$ cat src/rtl/bin2bcd_seq.sv
// bin2bcd_seq: sequential double-dabble binary-to-BCD converter with saturating, glitch-free output
module bin2bcd_seq #(
  parameter int WIDTH  = 14,
  parameter int DIGITS = 4
) (
  input  logic                  clk,
  input  logic                  rst,
  input  logic                  start,
  input  logic [WIDTH-1:0]      bin_in,
  output logic                  busy,
  output logic                  done,
  output logic [4*DIGITS-1:0]   bcd_out,
  output logic                  ovf
);
  localparam int BW = 4 * DIGITS;
  localparam int CW = $clog2(WIDTH + 1);
  localparam logic [31:0] MAXV = 32'(10 ** DIGITS - 1);
  typedef enum logic {IDLE, CONV} state_t;
  state_t                r_state, w_next;
  logic [WIDTH-1:0]      r_shreg;
  logic [BW-1:0]         r_scratch, w_adj;
  logic [BW+WIDTH-1:0]   w_sh;
  logic [CW-1:0]         r_cnt;
  logic                  r_ovf_pend, w_accept, w_last;
  for (genvar d = 0; d < DIGITS; d++) begin : g_adj
    assign w_adj[4*d +: 4] = (r_scratch[4*d +: 4] >= 4'd5) ? r_scratch[4*d +: 4] + 4'd3 : r_scratch[4*d +: 4];
  end
  assign w_sh     = {w_adj, r_shreg} << 1;
  assign w_accept = (r_state == IDLE) && start;
  assign w_last   = (r_state == CONV) && (r_cnt == CW'(1));
  assign busy     = (r_state == CONV);
  // state register
  always_ff @(posedge clk or posedge rst)
    if (rst) r_state <= IDLE;
    else     r_state <= w_next;
  // next state: accept in IDLE, leave CONV after the last bit
  always_comb begin
    w_next = r_state;
    w_next = w_accept ? CONV : w_last ? IDLE : r_state;
  end
  // datapath: load, shift-add-3 iteration, and result write only on the final iteration
  always_ff @(posedge clk or posedge rst) begin
    if (rst) begin
      r_shreg    <= '0;
      r_scratch  <= '0;
      r_cnt      <= '0;
      r_ovf_pend <= 1'b0;
      bcd_out    <= '0;
      ovf        <= 1'b0;
      done       <= 1'b0;
    end else begin
      done <= 1'b0;
      if (w_accept) begin
        r_shreg    <= bin_in;
        r_scratch  <= '0;
        r_cnt      <= CW'(WIDTH);
        r_ovf_pend <= 32'(bin_in) > MAXV;
      end else if (r_state == CONV) begin
        r_scratch <= w_sh[BW+WIDTH-1:WIDTH];
        r_shreg   <= w_sh[WIDTH-1:0];
        r_cnt     <= r_cnt - CW'(1);
        if (w_last) begin
          bcd_out <= r_ovf_pend ? {DIGITS{4'h9}} : w_sh[BW+WIDTH-1:WIDTH];
          ovf     <= r_ovf_pend;
          done    <= 1'b1;
        end
      end
    end
  end
endmodule
$ cat config.mk
export PLATFORM = sky130hd
export DESIGN_NAME = bin2bcd_seq
export DESIGN_NICKNAME = d
export VERILOG_FILES = /design/src/rtl/bin2bcd_seq.sv
export SDC_FILE = /design/constraint.sdc
export NUM_CORES = 1
export LEC_CHECK = 0
export CELL_PAD_IN_SITES_DETAIL_PLACEMENT = 2
export CELL_PAD_IN_SITES_GLOBAL_PLACEMENT = 2
export CORE_ASPECT_RATIO = 0.5
export CORE_MARGIN = 2
export CORE_UTILIZATION = 35
export DETAILED_ROUTE_END_ITERATION = 12
export PLACE_DENSITY = 0.83
export RECOVER_POWER = 100
export SLEW_MARGIN = 5
export SYNTH_ARGS = -nofsm -noshare
export SYNTH_HDL_FRONTEND = slang
export SYNTH_SLANG_ARGS = --single-unit
$ cat constraint.sdc
create_clock -name clk -period 2.1 [get_ports clk]
set_input_delay 0.42 -clock clk [delete_from_list [all_inputs] [get_ports clk]]
set_output_delay 0.42 -clock clk [all_outputs]
set_load 0.005 [all_outputs]
After elaboration in Yosys (flattened, before gate mapping)
Cells that the tools add are included.
Operators by class
  reductions and logical operators: 5
  $lt $le $gt $ge: 5
  $add $sub $neg: 5
  equal/unequal tests: 1
  mux-type cells: 16
  bitwise gates (word level): 2
Operators with widths (count)
  $mux W16: 3
  $mux W14: 2
  $mux W4: 5
  $ge A4 B3 Y1 const B: 4
  $gt A14 B14 Y1 const B: 1
  $add A4 B2 Y4 const B: 3
  $mux W1: 5
  $eq A4 B1 Y1 const B: 1
  $reduce_bool A2 Y1: 2
  $sub A4 B1 Y4 const B: 1
  $add A3 B2 Y3 const B: 1
  $mux W3: 1
  $reduce_and A3 Y1: 1
  $logic_and A1 B1 Y1: 2
  $not A1 Y1: 2
Storage, ports and cells
  word-level logic and storage cells: 42
  flip-flop bits (word level): 54
  input port bits: 17
  output and inout port bits: 19

Longest topological paths before layout
Gate-level depths: netlist of run 1.
  word-level depth: 5
  depth in mapped cells: 8
  depth with buffers taken out: 6

Worst setup path before layout of run 1
No wires, ideal clock.
  path kind: reg2reg
  from: register r_state (netlist: busy)
  to: register bcd_out[15]
  period minus slack after synthesis: 1650 ps
  setup slack: 450 ps
  cell stages (with the launch flop): 7
  data arrival time: 1524 ps
  buffers on the path: 2
  required time: 1974 ps
  library setup time: 126 ps
  cells stage by stage: dfrtp_1 -> buf_4 -> inv_2 -> or4b_1 -> buf_2 -> a2111oi_4 -> nor2_1
On the way
  word-level cells in the longest chain between the ends: 4
  elaborated cells between the ends (all ways): 5
  those cells by class: bitwise: 2; reduce/logical: 3
RTL lines
  from (decl): RTL line 19  | state_t r_state, w_next;
  from (signal assigned): RTL line 35  | else r_state <= w_next;
  $not A1 Y1: RTL line 29  | assign w_accept = (r_state == IDLE) && start;
  $logic_and A1 B1 Y1: RTL line 29
  $not A1 Y1 (no source line)
  $reduce_and A3 Y1 (no source line) (*)
  to (signal assigned): RTL line 63  | bcd_out <= r_ovf_pend ? {DIGITS{4'h9}} : w_sh[BW+WIDTH-1:WIDTH];
  to (decl): RTL line 12  | output logic [4*DIGITS-1:0] bcd_out,
Mark *: on every way between the ends. The rest lies on a longest branch, timed or not.
A chain may end at the register's enable or synchronous reset.

Final worst setup path of run 1
  from: register r_state (netlist: busy)
  to: output port busy
RTL lines
  to (decl): RTL line 10  | output logic busy,
No word-level cell between the ends.

==> results of run 1 <==
==> cells in the mapped netlist (all sizes together) <==
| master | instances | area, um^2 |
|---|---|---|
| o21ai | 27 | 135 |
| o31ai | 3 | 27.5 |
| nand2b | 4 | 25.0 |
| nor3b | 4 | 30.0 |
| a2111oi | 1 | 27.5 |
| nor4 | 1 | 6.26 |
| xnor2 | 5 | 43.8 |
| clkbuf | 6 | 22.5 |
| a22o | 14 | 123 |
| mux2i | 18 | 180 |
| nor2 | 17 | 71.3 |
| clkinv | 1 | 5.00 |
| nand2 | 34 | 128 |
| nand3 | 1 | 5.00 |
| inv | 13 | 48.8 |
| a21boi | 3 | 22.5 |
| dfrtp | 54 | 1350 |
| a31oi | 4 | 25.0 |
| buf | 7 | 48.8 |
| nor3 | 3 | 15.0 |
| ha | 10 | 125 |
| or4b | 1 | 10.0 |
| a21oi | 17 | 85.1 |
==> cell families (layout without fill, tap and decap cells) <==
group / Yosys count / count (layout) / synth area share
AND/OR/NAND/NOR: 65 / 65 / 0.113
AO/OA/AOI/OAI: 69 / 69 / 0.174
multiplexers: 18 / 18 / 0.0703
XOR/XNOR: 5 / 5 / 0.0171
flip-flops: 54 / 54 / 0.528
adder cells (fa/ha/maj): 10 / 10 / 0.0489
buffers and inverters: 27 / 64 / 0.0488
==> worst register-to-register path: stages, from the launching register on <==
cell and delay (ns):
dfrtp_1 0.40, inv_1 0.08, ha_1 0.13, or4b_1 0.43, buf_4 0.21, nor2_2 0.37, a22o_1 0.23
==> layer usage <==
layer / GRT usage / share of wire / vias up
met3: 0.0372 / 0.030 / 9
met1: 0.229 / 0.46 / 1009
li1: - / - / 929
met4: 0.0528 / 0.013 / 0
met5: 0 / 0 / -
met2: 0.337 / 0.50 / 32
==> through the flow <==
stage                     std cells  total power, mW  setup WS (ns)  instance area, um^2  hold slack (ns)
after floorplan                 248             3.12          0.365                 2560            0.449
after global placement          369             3.79          0.327                 3020            0.455
after detailed placement        369             4.00          0.314                 3020            0.464
after CTS                       377             4.90        0.00274                 3170            0.382
after global routing            377             5.13         0.0335                 3130            0.516
final                           377             4.74          0.121                 3130            0.468
==> flip-flops by register name, indices dropped and copies added, names as in the netlist <==
name,count
r_cnt,4
bcd_out,16
busy,1
ovf,1
r_ovf_pend,1
r_scratch,16
r_shreg,14
done,1
==> cells in the final DEF (no fill, tap or decap), types with 2 or more instances in the layout <==
cell             Yosys  routed
ha_1                10      10
xnor2_1              5       5
clkdlybuf4s50_1      0      15
dfrtp_1             54      54
nor3_1               3       3
o31ai_1              2       2
nor3b_1              4       4
clkbuf_1             6       2
clkinv_2             1       2
o21ai_0             26      27
a21boi_0             3       3
clkbuf_16            0       5
nor2_1              16      16
nand2b_1             4       4
nand2_1             34      34
a22o_1              14      14
dlygate4sd3_1        0      20
buf_4                1       2
mux2i_1             18      18
a31oi_1              4       4
inv_1               12      12
a21oi_1             17      17
==> cell type report <==
cell class,instances,share of cell area
multi-input combinational,167,0.339
timing repair buffer,42,0.127
clock buffer,6,0.0444
tap,92,0.0368
clock inverter,2,0.00400
sequential,54,0.432
inverter,14,0.0172
==> power by group <==
group	internal (mW)	leakage [nW]	total, mW	switching [mW]
logic	0.946	0.668	1.97	1.02
registers	1.50	0.679	1.91	0.411
clock network	0.473	0.0729	0.861	0.387
total	2.92	1.42	4.74	1.82
==> final timing paths <==
path,start,end,slack (ns),cells after the start
max,busy,busy,0.12,2
max reg2reg,r_cnt[1],bcd_out[1],0.17,6
min in group asynchronous,rst,r_shreg[0],0.57,2
min reg2reg,bcd_out[0],bcd_out[0],0.47,2
min,bcd_out[0],bcd_out[0],0.47,2
max in group asynchronous,rst,bcd_out[13],0.48,3
==> impl_results.md, run 1 <==
- Status: finished clean
- Filler Cell Count: 733
- Initial antenna violation count: 0
- YS warnings: 0
- Core ar.: 0.00688 mm^2
- Mapped cell area: 0.00256 mm^2
- GRT Resource Usage Total: 0.186
- Final setup TNS: 0 ns
- Post-Syn Nets: 275
- Via count: 1979
- Routability congestion estimate from global placement: 0.725
- Drt first pass iters: 4
- Final setup vio count: 0
- Port bufs: 35
- Syn Area/Cell: 10.3 um^2
- Area occupied by multi-input gates: 0.00106 mm^2
- Seq cells post-synth: 54
- Max stage delay cell, worst path: clkdlybuf4s50_1
- Required time of the critical path: 1.68 ns
- Site Rows: 21
- Synth-to-Final Area Change: 22.2%
- DRC violations left: 0
- Arrival time worst endpoint: 1.56 ns
- Clk buf depth: 2
- CTS resizes: 0
- Delay of the slowest cell on the worst path: 0.57 ns
- First-pass GRT wire length: 11600 um
- Yosys cell types: 30
- Root buf cell: clkbuf_16
- Min-delay worst type: reg -> reg
- Starting Density: 0.372
- Worst path bufs/invs: 2
- Share of post-route cells with drive strength above 1: 0.0596
- Cell Pwr Density: 1510 mW/mm^2
- Crit end category: output port
- Register area share after synthesis: 0.528
- Clk Latency, worst-skew pair: 0.30 ns
- Hold violation total from the final report: 0
- WL final: 6940 um
- Vias per cell: 5.25
- Setup Buffers After CTS: 0
- RSZ-0062 raised after global routing: no
- Drt first-iter violations: 56
- ANT cells: 0
- Synthesized instance count: 248
- Hold-fix buffers, CTS: 0
- Sequential cell area: 0.00135 mm^2
- DP HPWL: 4930 um
- Setup CP Type: reg -> out
- WL/cell: 18.4 um
- Number of max-cap violations: 0
- Max IR drop VDD: 0.000416 V
- Largest net degree at the start of global routing: 45
- Clock slew at the register clock pins of the worst setup and hold paths: 0.07 ns
- CP cell instances: buf_6 -> clkdlybuf4s50_1
- Relative slew slack: 0.535
- Crit-path max FO: 44
- Io pins: 36
- CTS tree: built
- # nets final: 311
- Finished Core Util: 0.455
- Chip Width: 125 um
- H-tree depth: 2
- Clock sink total: 54
- Total CTS buffers: 5
- Period utilization: 0.942
- Worst-margin pin slew: 0.698 ns
- Die ar.: 0.00806 mm^2
- Crit path time final: 1.98 ns
- Vias in the first global route: 2174
- Die Ht: 64.5 um
- Crit start category: register
- Clk_skew: 0.00541 ns
- Slew Viols, Final: 0
- Leak: 1.42 nW
- Fmax: 505 MHz
- Total gr overflow: 0
- Delay-heaviest family, CP: buffers and inverters
- ANT nets after route: 0
Note: power is estimated with default switching activity, not from simulation.
==> run 2: changes to the inputs <==
Settings changed: GPL_TIMING_DRIVEN set to 0, REMOVE_ABC_BUFFERS set to 1.
==> run 2 against run 1 <==
  * Setup slack got worse by 0.022 ns
  * Clock skew increased by 0.0017 ns
  * Final cell count unchanged
  * Die area unchanged
  * Critical path depth increased by 2
==> impl_results.md, run 2 (synthesis gave the netlist of run 1 again) <==
- Worst hold path depth: 2
- Core ar.: 0.00688 mm^2
- WL/cell: 19.4 um
- First-pass GRT wire length: 12100 um
- Die ar.: 0.00806 mm^2
- Start point of the worst hold path: bcd_out[13]
- GRT Resource Usage Total: 0.194
- Reg2reg end: bcd_out[15]
- Combinational Power Share: 0.412
- Crit path time final: 2.00 ns
- Cell Pwr Density: 1530 mW/mm^2
- Vias in the first global route: 2364
- Period utilization: 0.953
- Sequential cell area: 0.00136 mm^2
- Required time of the critical path: 2.28 ns
- Vias per cell: 5.38
- Crit start category: register
- Total gr overflow: 0
- Max IR drop VDD: 0.000451 V
- DRC violations left: 0
- Hold violation total from the final report: 0
- Clock sink total: 54
- Drt first-iter violations: 85
- Relative slew slack: 0.274
- Hold Path Sink: bcd_out[13]
- Routability congestion estimate from global placement: 0.734
- Chip Width: 125 um
- Drt first pass iters: 4
- Clk Latency, worst-skew pair: 0.30 ns
- Delay of the slowest cell on the worst path: 0.70 ns
- Placed insts: 363
- Top Registers: bcd_out: 16 flops, r_scratch: 16 flops, r_shreg: 14 flops
- Final setup TNS: 0 ns
- Clock share of power: 0.190
- Clock slew at the register clock pins of the worst setup and hold paths: 0.07 ns
- Crit end category: register
- Io pins: 36
- Status: finished clean
- Root buf cell: clkbuf_16
- Area of placed instances: 0.00298 mm^2
- Via count: 2029
- Worst r2r src: busy
- Largest net degree at the start of global routing: 34
- Reg2Reg Setup Slack: 0.1 ns
- Synth-to-Final Area Change: 24.8%
- Initial antenna violation count: 0
- ANT nets after route: 0
- Psw: 1.87 mW
- Non-filler cells, final: 377
- Fmax: 500 MHz
- Sw Ratio: 0.382
- Final setup vio count: 0
- Crit-path max FO: 14
- Area occupied by multi-input gates: 0.00108 mm^2
- Setup CP Type: reg -> reg
- Slew Viols, Final: 0
- Port bufs: 35
- Min-delay worst type: reg -> reg
- Leak: 1.44 nW
- CTS tree: built
- Sequential share of power: 0.399
- Clk_skew: 0.00709 ns
- Number of max-cap violations: 0
- Internal Pwr Total: 3.02 mW
- Arrival time worst endpoint: 2.18 ns
- Most frequent cells in the layout: dfrtp_1 (53), nand2_1 (34), o21ai_0 (27)
- # nets final: 311
- Min Hold Slack: 0.488 ns
- Most common cell after layout, fill and taps aside: dfrtp_1
- Finished Cell Area: 0.00320 mm^2
- Max stage delay cell, worst path: or4b_4
- WL final: 7320 um
- Filler Cell Count: 718
- Reg2Reg Depth: 4
- ANT cells: 0
- DP HPWL: 4580 um
- Total CTS buffers: 5
- Finished Core Util: 0.464
- Worst-margin pin slew: 1.09 ns
- H-tree depth: 2
- Die Ht: 64.5 um
- Starting Density: 0.372
- Site Rows: 21
- CP cell instances: inv_2 -> or4b_4 -> a2111oi_2 -> nor2_1
- RSZ-0062 raised after global routing: no
- Share of post-route cells with drive strength above 1: 0.0807
- Clk buf depth: 2
## run 2: critical path, delay by kind of cell, from the launching register on
kind,cells,cell delay [ns]
buf+inv,1,0.17
flops,1,0.54
compound gates,1,0.39
simple gates,2,0.77
## run 2: metal layers
metal | vias to the layer above | share of wire | global-route usage
met4 | 0 | 0.015 | 0.0667
li1 | 925 | - | -
met2 | 29 | 0.52 | 0.364
met5 | - | 0 | 0
met3 | 12 | 0.028 | 0.0380
met1 | 1063 | 0.43 | 0.226
## run 2: final cells by class
class / count / share of cell area
Sequential cell: 54 / 0.424
Multi-Input combinational cell: 167 / 0.339
Timing Repair Buffer: 42 / 0.132
Clock buffer: 8 / 0.0521
Tap cell: 92 / 0.0360
Inverter: 14 / 0.0172
## run 2: stage by stage
stage               power (mW)  worst slack, ns
floorplan                 3.06           -0.337
global placement          3.71            -1.09
detailed placement        3.94            -1.27
CTS                       4.98          0.00915
global route              5.27           0.0211
finish                    4.89           0.0991
## run 2: worst max path at each step
stage	start	end	slack, ns	cells after the start
floorplan	busy	bcd_out[15]	-0.34	4
global placement	busy	bcd_out[12]	-1.09	4
detailed placement	busy	bcd_out[8]	-1.27	4
CTS	busy	bcd_out[7]	0.009	5
global route	start	r_scratch[8]	0.02	5
finish	busy	bcd_out[15]	0.1	4
## run 2: power groups by stage
stage | logic (mW) | clock network (mW) | registers (mW)
after global placement | 1.77 | 0 | 1.94
after CTS | 2.05 | 0.949 | 1.98
final | 2.02 | 0.929 | 1.95
after detailed placement | 1.93 | 0 | 2.01
after floorplan | 1.20 | 0 | 1.86
after global routing | 2.27 | 0.988 | 2.02
## run 2: what timing repair did
item	CTS	global route
pin swaps	2	0
resized for setup	5	1
setup endpoints to repair	38	15
gates cloned	0	0
endpoints found under the hold margin	0	0
setup buffers	5	1
hold buffers	0	0
==> run 3: changes to the inputs <==
Settings changed: CTS_CLUSTER_DIAMETER set to 80.
==> results of run 3 <==
Same layout as run 2: the final DEF is identical, and so are final timing and power.
